--- config.mk ---
export PLATFORM = sky130hd
export DESIGN_NAME = dir_init_writer
export DESIGN_NICKNAME = d
export VERILOG_FILES = /design/src/rtl/dir_init_writer.sv
export SDC_FILE = /design/constraint.sdc
export NUM_CORES = 1
export LEC_CHECK = 0
export CORE_UTILIZATION = 40
export DETAILED_ROUTE_END_ITERATION = 7
export MAX_ROUTING_LAYER = met4
export PLACE_DENSITY_LB_ADDON = 0.05
export SLEW_MARGIN = 20
export SYNTH_ARGS = -nofsm -noshare
export SYNTH_HDL_FRONTEND = slang
export SYNTH_SLANG_ARGS = --single-unit
export TNS_END_PERCENT = 10
--- constraint.sdc ---
create_clock -name clk -period 4.5 [get_ports clk]
set_clock_uncertainty 0.1 [all_clocks]
set_input_delay 0.9 -clock clk [delete_from_list [all_inputs] [get_ports clk]]
set_output_delay 0.9 -clock clk [all_outputs]
set_load 0.02 [all_outputs]
--- src/rtl/dir_init_writer.sv ---
// Border initialisation for the Needleman-Wunsch direction RAM: interleaves first-row and
// first-column writes on the alternating hit phase, then reports done until en_init drops.
module dir_init_writer #(
    parameter int unsigned N      = 8,
    parameter int unsigned ADDR_W = $clog2((N + 1) * (N + 1)),
    parameter int unsigned DIR_W  = 2
) (
    input  logic              clk,
    input  logic              rst,
    input  logic              en_init_i,
    input  logic              hit_i,
    output logic              we_o,
    output logic [ADDR_W-1:0] addr_w_o,
    output logic [DIR_W-1:0]  dir_w_o,
    output logic              busy_o,
    output logic              done_o
);

    localparam int unsigned IW = $clog2(N + 1);

    localparam logic [DIR_W-1:0]  DirStop = DIR_W'(0);
    localparam logic [DIR_W-1:0]  DirUp   = DIR_W'(1);
    localparam logic [DIR_W-1:0]  DirLeft = DIR_W'(2);
    localparam logic [IW-1:0]     ILast   = IW'(N);
    localparam logic [ADDR_W-1:0] Stride  = ADDR_W'(N + 1);

    typedef enum logic [1:0] {StIdle, StRun, StDone} state_e;

    state_e              state_q, state_d;
    logic [IW-1:0]       i_q, i_d;
    logic                we_q, we_d;
    logic [ADDR_W-1:0]   addr_q, addr_d;
    logic [DIR_W-1:0]    dir_q, dir_d;
    logic                busy_q, busy_d;
    logic                done_q, done_d;

    always_comb begin
        state_d = state_q;
        i_d     = i_q;
        we_d    = 1'b0;
        addr_d  = addr_q;
        dir_d   = dir_q;

        case (state_q)
            StIdle: begin
                i_d = '0;
                // Only enter on the row phase so every row write pairs with its column write.
                if (en_init_i && !hit_i) begin
                    state_d = StRun;
                end
            end
            StRun: begin
                if (!en_init_i) begin
                    state_d = StIdle;
                    i_d     = '0;
                end else if (!hit_i) begin
                    we_d   = 1'b1;
                    addr_d = ADDR_W'(i_q);
                    dir_d  = (i_q == '0) ? DirStop : DirLeft;
                end else begin
                    we_d   = 1'b1;
                    addr_d = ADDR_W'(i_q) * Stride;
                    dir_d  = (i_q == '0) ? DirStop : DirUp;
                    if (i_q == ILast) begin
                        state_d = StDone;
                    end else begin
                        i_d = i_q + IW'(1);
                    end
                end
            end
            StDone: begin
                if (!en_init_i) begin
                    state_d = StIdle;
                    i_d     = '0;
                end
            end
            default: begin
                state_d = StIdle;
                i_d     = '0;
            end
        endcase

        busy_d = (state_d == StRun);
        done_d = (state_d == StDone);
    end

    always_ff @(posedge clk or posedge rst) begin
        if (rst) begin
            state_q <= StIdle;
            i_q     <= '0;
            we_q    <= 1'b0;
            addr_q  <= '0;
            dir_q   <= DirStop;
            busy_q  <= 1'b0;
            done_q  <= 1'b0;
        end else begin
            state_q <= state_d;
            i_q     <= i_d;
            we_q    <= we_d;
            addr_q  <= addr_d;
            dir_q   <= dir_d;
            busy_q  <= busy_d;
            done_q  <= done_d;
        end
    end

    assign we_o     = we_q;
    assign addr_w_o = addr_q;
    assign dir_w_o  = dir_q;
    assign busy_o   = busy_q;
    assign done_o   = done_q;

endmodule

==> metrics.txt, run 1 <==
design area=0.001084 sq mm; CP arrival=1.28 ns; CTS tree=built; Worst-Skew Late Latency=0.29 ns; Synth Cell Area=884.6 sq um; cts repair resizes=0; placed instance area=approximately 0.0010 sq mm; slowest CP cell=clkdlybuf4s50_1; IO Port Bufs=15; Synth top area share=0.5092; register area share after synthesis=0.5092; core area=0.002022 sq mm; CTS Buf Count=3; n_diodes=0; CP endpoint kind=primary output; P_leak=0.5531 nW; nets=108; Post-Syn Nets=91; met2 Use GR=0.2292; Period minus WS final=2.277 ns; Clock Pin Slew Worst Setup and Hold Paths=about 0.10 ns; routed vias=approximately 640; Crit path max-delay family=buffers and inverters; vias per cell=5.104; Critical Path RT=roughly 3.5 ns; Hold Crit Class=reg -> reg; fin util=0.5359; Avg Cell Area, Syn=10.79 sq um; Fin. Hold Viols=0; WS Path Type=reg -> out; Cell variety after synth=28; Post-route DRC=0; CTS root buffer=clkbuf_4; worst vdd ir=171.4 uV; Synth area leaders=dfrtp_1, ha_1, nand2_1; Chip Width=49.03 um; CP Launch Type=register; vias in the first global route=584; Mapped Cells=82; Slew Viols, Final=0; I/O Pins=16; GP Congestion=0.7711; Worst Max-Slew Pin Slew=0.6913 ns; FP Rows=16; htree depth=1; buffer count from post-CTS setup fixing=0; met3 usage=0.05607; worst path bufs/invs=1; Filler Cell Count=181; Die Footprint=0.002403 sq mm; fin crit share=0.5060; crit path max fanout=2; Synth-to-Final Area Change=22.49%; hpwl dp=1100 um; max-cap violation count=0; Synth area leader=dfrtp_1; pwr dens=274.5 mW/mm^2; first-pass GRT wire length=approximately 2800 um; initial drt markers=5; setup TNS=0 ns; All-Layer GR Usage=0.1579; Critical Path Max Stage Delay=0.61 ns; largest net degree at the start of global routing=19; layer with the highest usage=met2; initial antenna violation count=0; met1 Use GR=0.2120; DR pass1 iterations=4; fmax=around 0.44 GHz; Post-DRT Antenna Nets=0; Tot Pwr=297.5 uW; slew margin rel.=0.5386; routed wire length=1586 um; register bit total from synthesis=18; Synth warnings=0; CP cell instances=clkdlybuf4s50_1; Hold Buf Count CTS=0; # setup viols final=0; # clock sinks=18; share of cells above drive strength 1=0.08163; Initial Utilization=0.4375; outcome=finished, final reports clean; total gr overflow=0; Longest Clk Path Bufs=2; die height=49.03 um; wire per inst=12.69 um; RSZ-0062 raised after global routing=false
layout by cell type, fill, tap and decap left out, types with 4 or more instances in the layout:
cell type        synthesis  routed
nand2_1                 14      14
clkdlybuf4s50_1          0      15
dfrtp_1                 18      18
nor3b_1                  4       4
nand3_1                  4       4
a211o_1                  4       4
ha_1                     5       5
nor3_1                   4       4
report_power, final:
part | internal [mW] | total (mW) | switching [mW]
clock | 0.0493 | 0.0983 | 0.0490
combinational | 0.0122 | 0.0299 | 0.0178
sequential | 0.166 | 0.169 | 0.00337
total | 0.227 | 0.297 | 0.0702
Yosys cell counts:
| cell type | count |
|---|---|
| a211o_1 | 4 |
| o21a_1 | 3 |
| nor3b_1 | 4 |
| o31ai_1 | 1 |
| nand4b_1 | 1 |
| a21oi_1 | 2 |
| a22o_1 | 1 |
| inv_1 | 3 |
| buf_6 | 1 |
| nand2_1 | 14 |
| and3b_1 | 1 |
| nor3_1 | 4 |
| mux2i_1 | 1 |
| nor4b_2 | 1 |
| buf_2 | 2 |
| nand2b_1 | 1 |
| nand3_1 | 4 |
| nand3b_4 | 1 |
| nand3b_1 | 1 |
| inv_2 | 1 |
| ha_1 | 5 |
| xor2_1 | 1 |
| and3_1 | 1 |
| and4b_1 | 1 |
| o21ai_1 | 3 |
| dfrtp_1 | 18 |
| nor2_1 | 1 |
| nor2b_2 | 1 |
kinds of logic (layout without fill, tap and decap cells):
group                      Yosys count  count (layout)  synth area share
and+or+nand+nor                     36              36            0.2461
DFF                                 18              18            0.5092
AOI/OAI and AO/OA                   14              14            0.1117
buffers and inverters                7              23           0.04101
adders and majority gates            5               5           0.07072
xor gates and xnor gates             1               1          0.009903
muxes                                1               1           0.01132
sequential cells by signal, indices dropped and copies added (netlist names):
name and flops:
addr_w_o 7, busy_o 1, dir_w_o 2, done_o 1, i_q 4, state_q 2, we_o 1
through the flow:
stage          hold slack (ns)  std cells  setup WS (ns)
5_1_grt                 0.4183        125          2.171
3_3_place_gp            0.3555        121          2.026
3_5_place_dp            0.3566        121          1.996
2_1_floorplan           0.4346         82          2.750
4_1_cts                 0.3798        125          2.215
6_report                0.3762        125          2.223
final cells by class:
cell class                 instances  area [sq um]  area share
multi-input combinational         57         397.9      0.3672
clock buffer                       4         36.28     0.03349
sequential                        18         450.4      0.4157
tap                               27         33.78     0.03118
inverter                           4         15.01     0.01386
timing repair buffer              15         150.1      0.1386
worst paths after layout:
path                             start          end  slack (ns)  depth (start not counted)
setup reg to reg                i_q[0]       done_o        2.88                          5
hold reg to reg            addr_w_o[4]  addr_w_o[4]        0.38                          2
min in group asynchronous          rst       busy_o        0.90                          2
hold / removal             addr_w_o[4]  addr_w_o[4]        0.38                          2
setup / recovery           addr_w_o[2]  addr_w_o[2]        2.22                          1
max in group asynchronous          rst   state_q[1]        2.96                          2
layer usage:
metal  vias to the layer above  routed length (um)
li1                        325                   -
met1                       295                 837
met2                        16                 670
met3                         2                  65
met4                         0                  13
met5                         -                   0
No activity file was read; power rests on OpenSTA's default activity.
==> run 2: changes to the inputs <==
==> constraint.sdc (replaced) <==
create_clock -name clk -period 2.2 [get_ports clk]
set_clock_uncertainty 0.1 [all_clocks]
set_input_delay 0.44 -clock clk [delete_from_list [all_inputs] [get_ports clk]]
set_output_delay 0.44 -clock clk [all_outputs]
set_load 0.02 [all_outputs]
==> run 2 against run 1 <==
Effect of this change: total power increased by 91%; highest routed layer unchanged; die area stayed put; critical path depth did not move; wire length is 1.6% lower; sequential cell count stayed put; core utilization grew 0.062 points.
==> metrics.txt, run 2 (synthesis results as in run 1) <==
placed instance area=0.001062 sq mm (+1.4%); All-Layer GR Usage=0.1585 (+0.0006863); met1 Use GR=0.2060 (-0.006000); slowest CP cell=clkdlybuf4s50_1; P_leak=0.5555 nW (+0.44%); Int Power=429.8 uW (+89%); commonest non-fill, non-tap cell in the layout=dfrtp_1; RSZ-0062 raised after global routing=false; Die Footprint=0.002403 sq mm (unchanged); initial drt markers=16 (+11); share of cells above drive strength 1=0.09091 (+0.009276); WS Path Type=reg -> out; hpwl dp=1130 um (+2.7%); clock share of power=0.278 (-0.053); DP Cell Count=123 (+1.7%); Post-route DRC=0 (unchanged); pwr dens=523.4 mW/mm^2 (+91%); Reg2Reg Setup Slack=0.61 ns (-2.27 ns); Initial Utilization=0.4375 (unchanged); n_diodes=0 (unchanged); first-pass GRT wire length=2877 um (+3.5%); slew margin rel.=0.8018 (+0.2632); Hold Buf Count CTS=0 (unchanged); routed vias=653 (+2.4%); setup TNS=0 ns (unchanged); CP cell instances=clkdlybuf4s50_1; # setup viols final=0 (unchanged); Comb pwr share=0.113 (+0.012); Longest Clk Path Bufs=2 (unchanged); Crit path max-delay family=buffers and inverters; die height=49.03 um (unchanged); Post-DRT Antenna Nets=0 (unchanged); commonest non-fill, non-tap cells in the layout=dfrtp_1, clkdlybuf4s50_1, nand2_1, ha_1; Chip Width=49.03 um (unchanged); max reg flops=7 (unchanged); max-cap violation count=0 (unchanged); cts repair resizes=0 (unchanged); worst vdd ir=209.6 uV (+22%); Hold Crit Class=in -> async; Seq pwr share=0.609 (+0.040); # clock sinks=18 (unchanged); Slew Viols, Final=0 (unchanged); IO Port Bufs=15 (unchanged); Filler Cell Count=192 (+6.1%); core area=0.002022 sq mm (unchanged); layer with the highest usage=met2; Critical Path Max Stage Delay=0.60 ns (about the same); I/O Pins=16 (unchanged); Worst Max-Slew Pin Slew=0.2973 ns (-0.3940 ns); initial antenna violation count=0 (unchanged); met2 Use GR=0.2546 (+0.02546); vias in the first global route=651 (+11%); Clock Pin Slew Worst Setup and Hold Paths=0.10 ns (about the same); largest net degree at the start of global routing=19 (unchanged); routed wire length=1560 um (-1.6%); CP endpoint kind=primary output; design area=0.001085 sq mm (+0.12%); buffer count from post-CTS setup fixing=0 (unchanged); Net Sw Frac=0.2429 (+0.007026); htree depth=1 (unchanged); Fin. Hold Viols=0 (unchanged); Worst-Skew Late Latency=0.28 ns (about the same); met3 usage=0.02804 (-0.02804); worst path bufs/invs=1 (unchanged); CTS tree=built; outcome=finished, final reports clean; nets=110 (+1.9%); Period minus WS final=between 1.5 and 2 ns; crit path max fanout=2 (unchanged); GP Congestion=0.7484 (-2.9%); Tot Pwr=567.7 uW (+91%); CTS root buffer=clkbuf_4; total gr overflow=0 (unchanged); fin crit share=0.8085; Synth-to-Final Area Change=22.63%; wire per inst=12.38 um (-2.4%); Psw=137.9 uW (+97%); CP arrival=1.24 ns (-0.04 ns); fmax=0.5622 GHz; FP Rows=16 (unchanged); vias per cell=5.183 (+1.5%); CP Launch Type=register; CTS Buf Count=3 (unchanged); non-filler cells, final=126 (+0.80%); Critical Path RT=1.66 ns (-1.84 ns); DR pass1 iterations=4 (unchanged)
## run 2: cell type report
| type | instances | area, sq um | share of cell area |
|---|---|---|---|
| clock buffers | 3 | 22.52 | 0.02076 |
| inverters | 4 | 15.01 | 0.01384 |
| multi-input cells | 57 | 397.9 | 0.3668 |
| flip-flops and latches | 18 | 450.4 | 0.4152 |
| well taps | 27 | 33.78 | 0.03114 |
| repair buffers | 17 | 165.2 | 0.1522 |
## run 2: metrics by stage
| stage | worst slack, ns | hold slack, ns | util |
|---|---|---|---|
| 6_report | 0.4213 | 0.3683 | 0.5365 |
| 5_1_grt | 0.3445 | 0.3755 | 0.5365 |
| 4_1_cts | 0.4002 | 0.3722 | 0.5365 |
| 3_5_place_dp | 0.2528 | 0.3641 | 0.5254 |
| 3_3_place_gp | 0.2807 | 0.3523 | 0.5254 |
| 2_1_floorplan | 0.7502 | 0.2786 | - |
## run 2: power groups by stage
stage	registers [mW]	logic [mW]	clock network, mW
global route	0.348	0.0715	0.180
CTS	0.346	0.0651	0.169
global placement	0.353	0.0641	0
finish	0.346	0.0640	0.158
floorplan	0.360	0.0274	0
detailed placement	0.352	0.0649	0
## run 2: metal layers
layer,share of wire,vias to the layer above,routed length [um]
met3,0.035,2,54
li1,-,326,-
met1,0.51,310,803
met4,0.0058,0,9
met2,0.44,15,692
met5,0,-,0
## run 2: path summary, 6_finish.rpt
path                       cells past startpoint   startpoint     endpoint
max                                            1  addr_w_o[2]  addr_w_o[2]
min                                            3          rst       busy_o
max reg2reg                                    5       i_q[0]       done_o
min reg2reg                                    2  addr_w_o[6]  addr_w_o[6]
max in group asynchronous                      3          rst       i_q[0]
min in group clk                               2  addr_w_o[6]  addr_w_o[6]
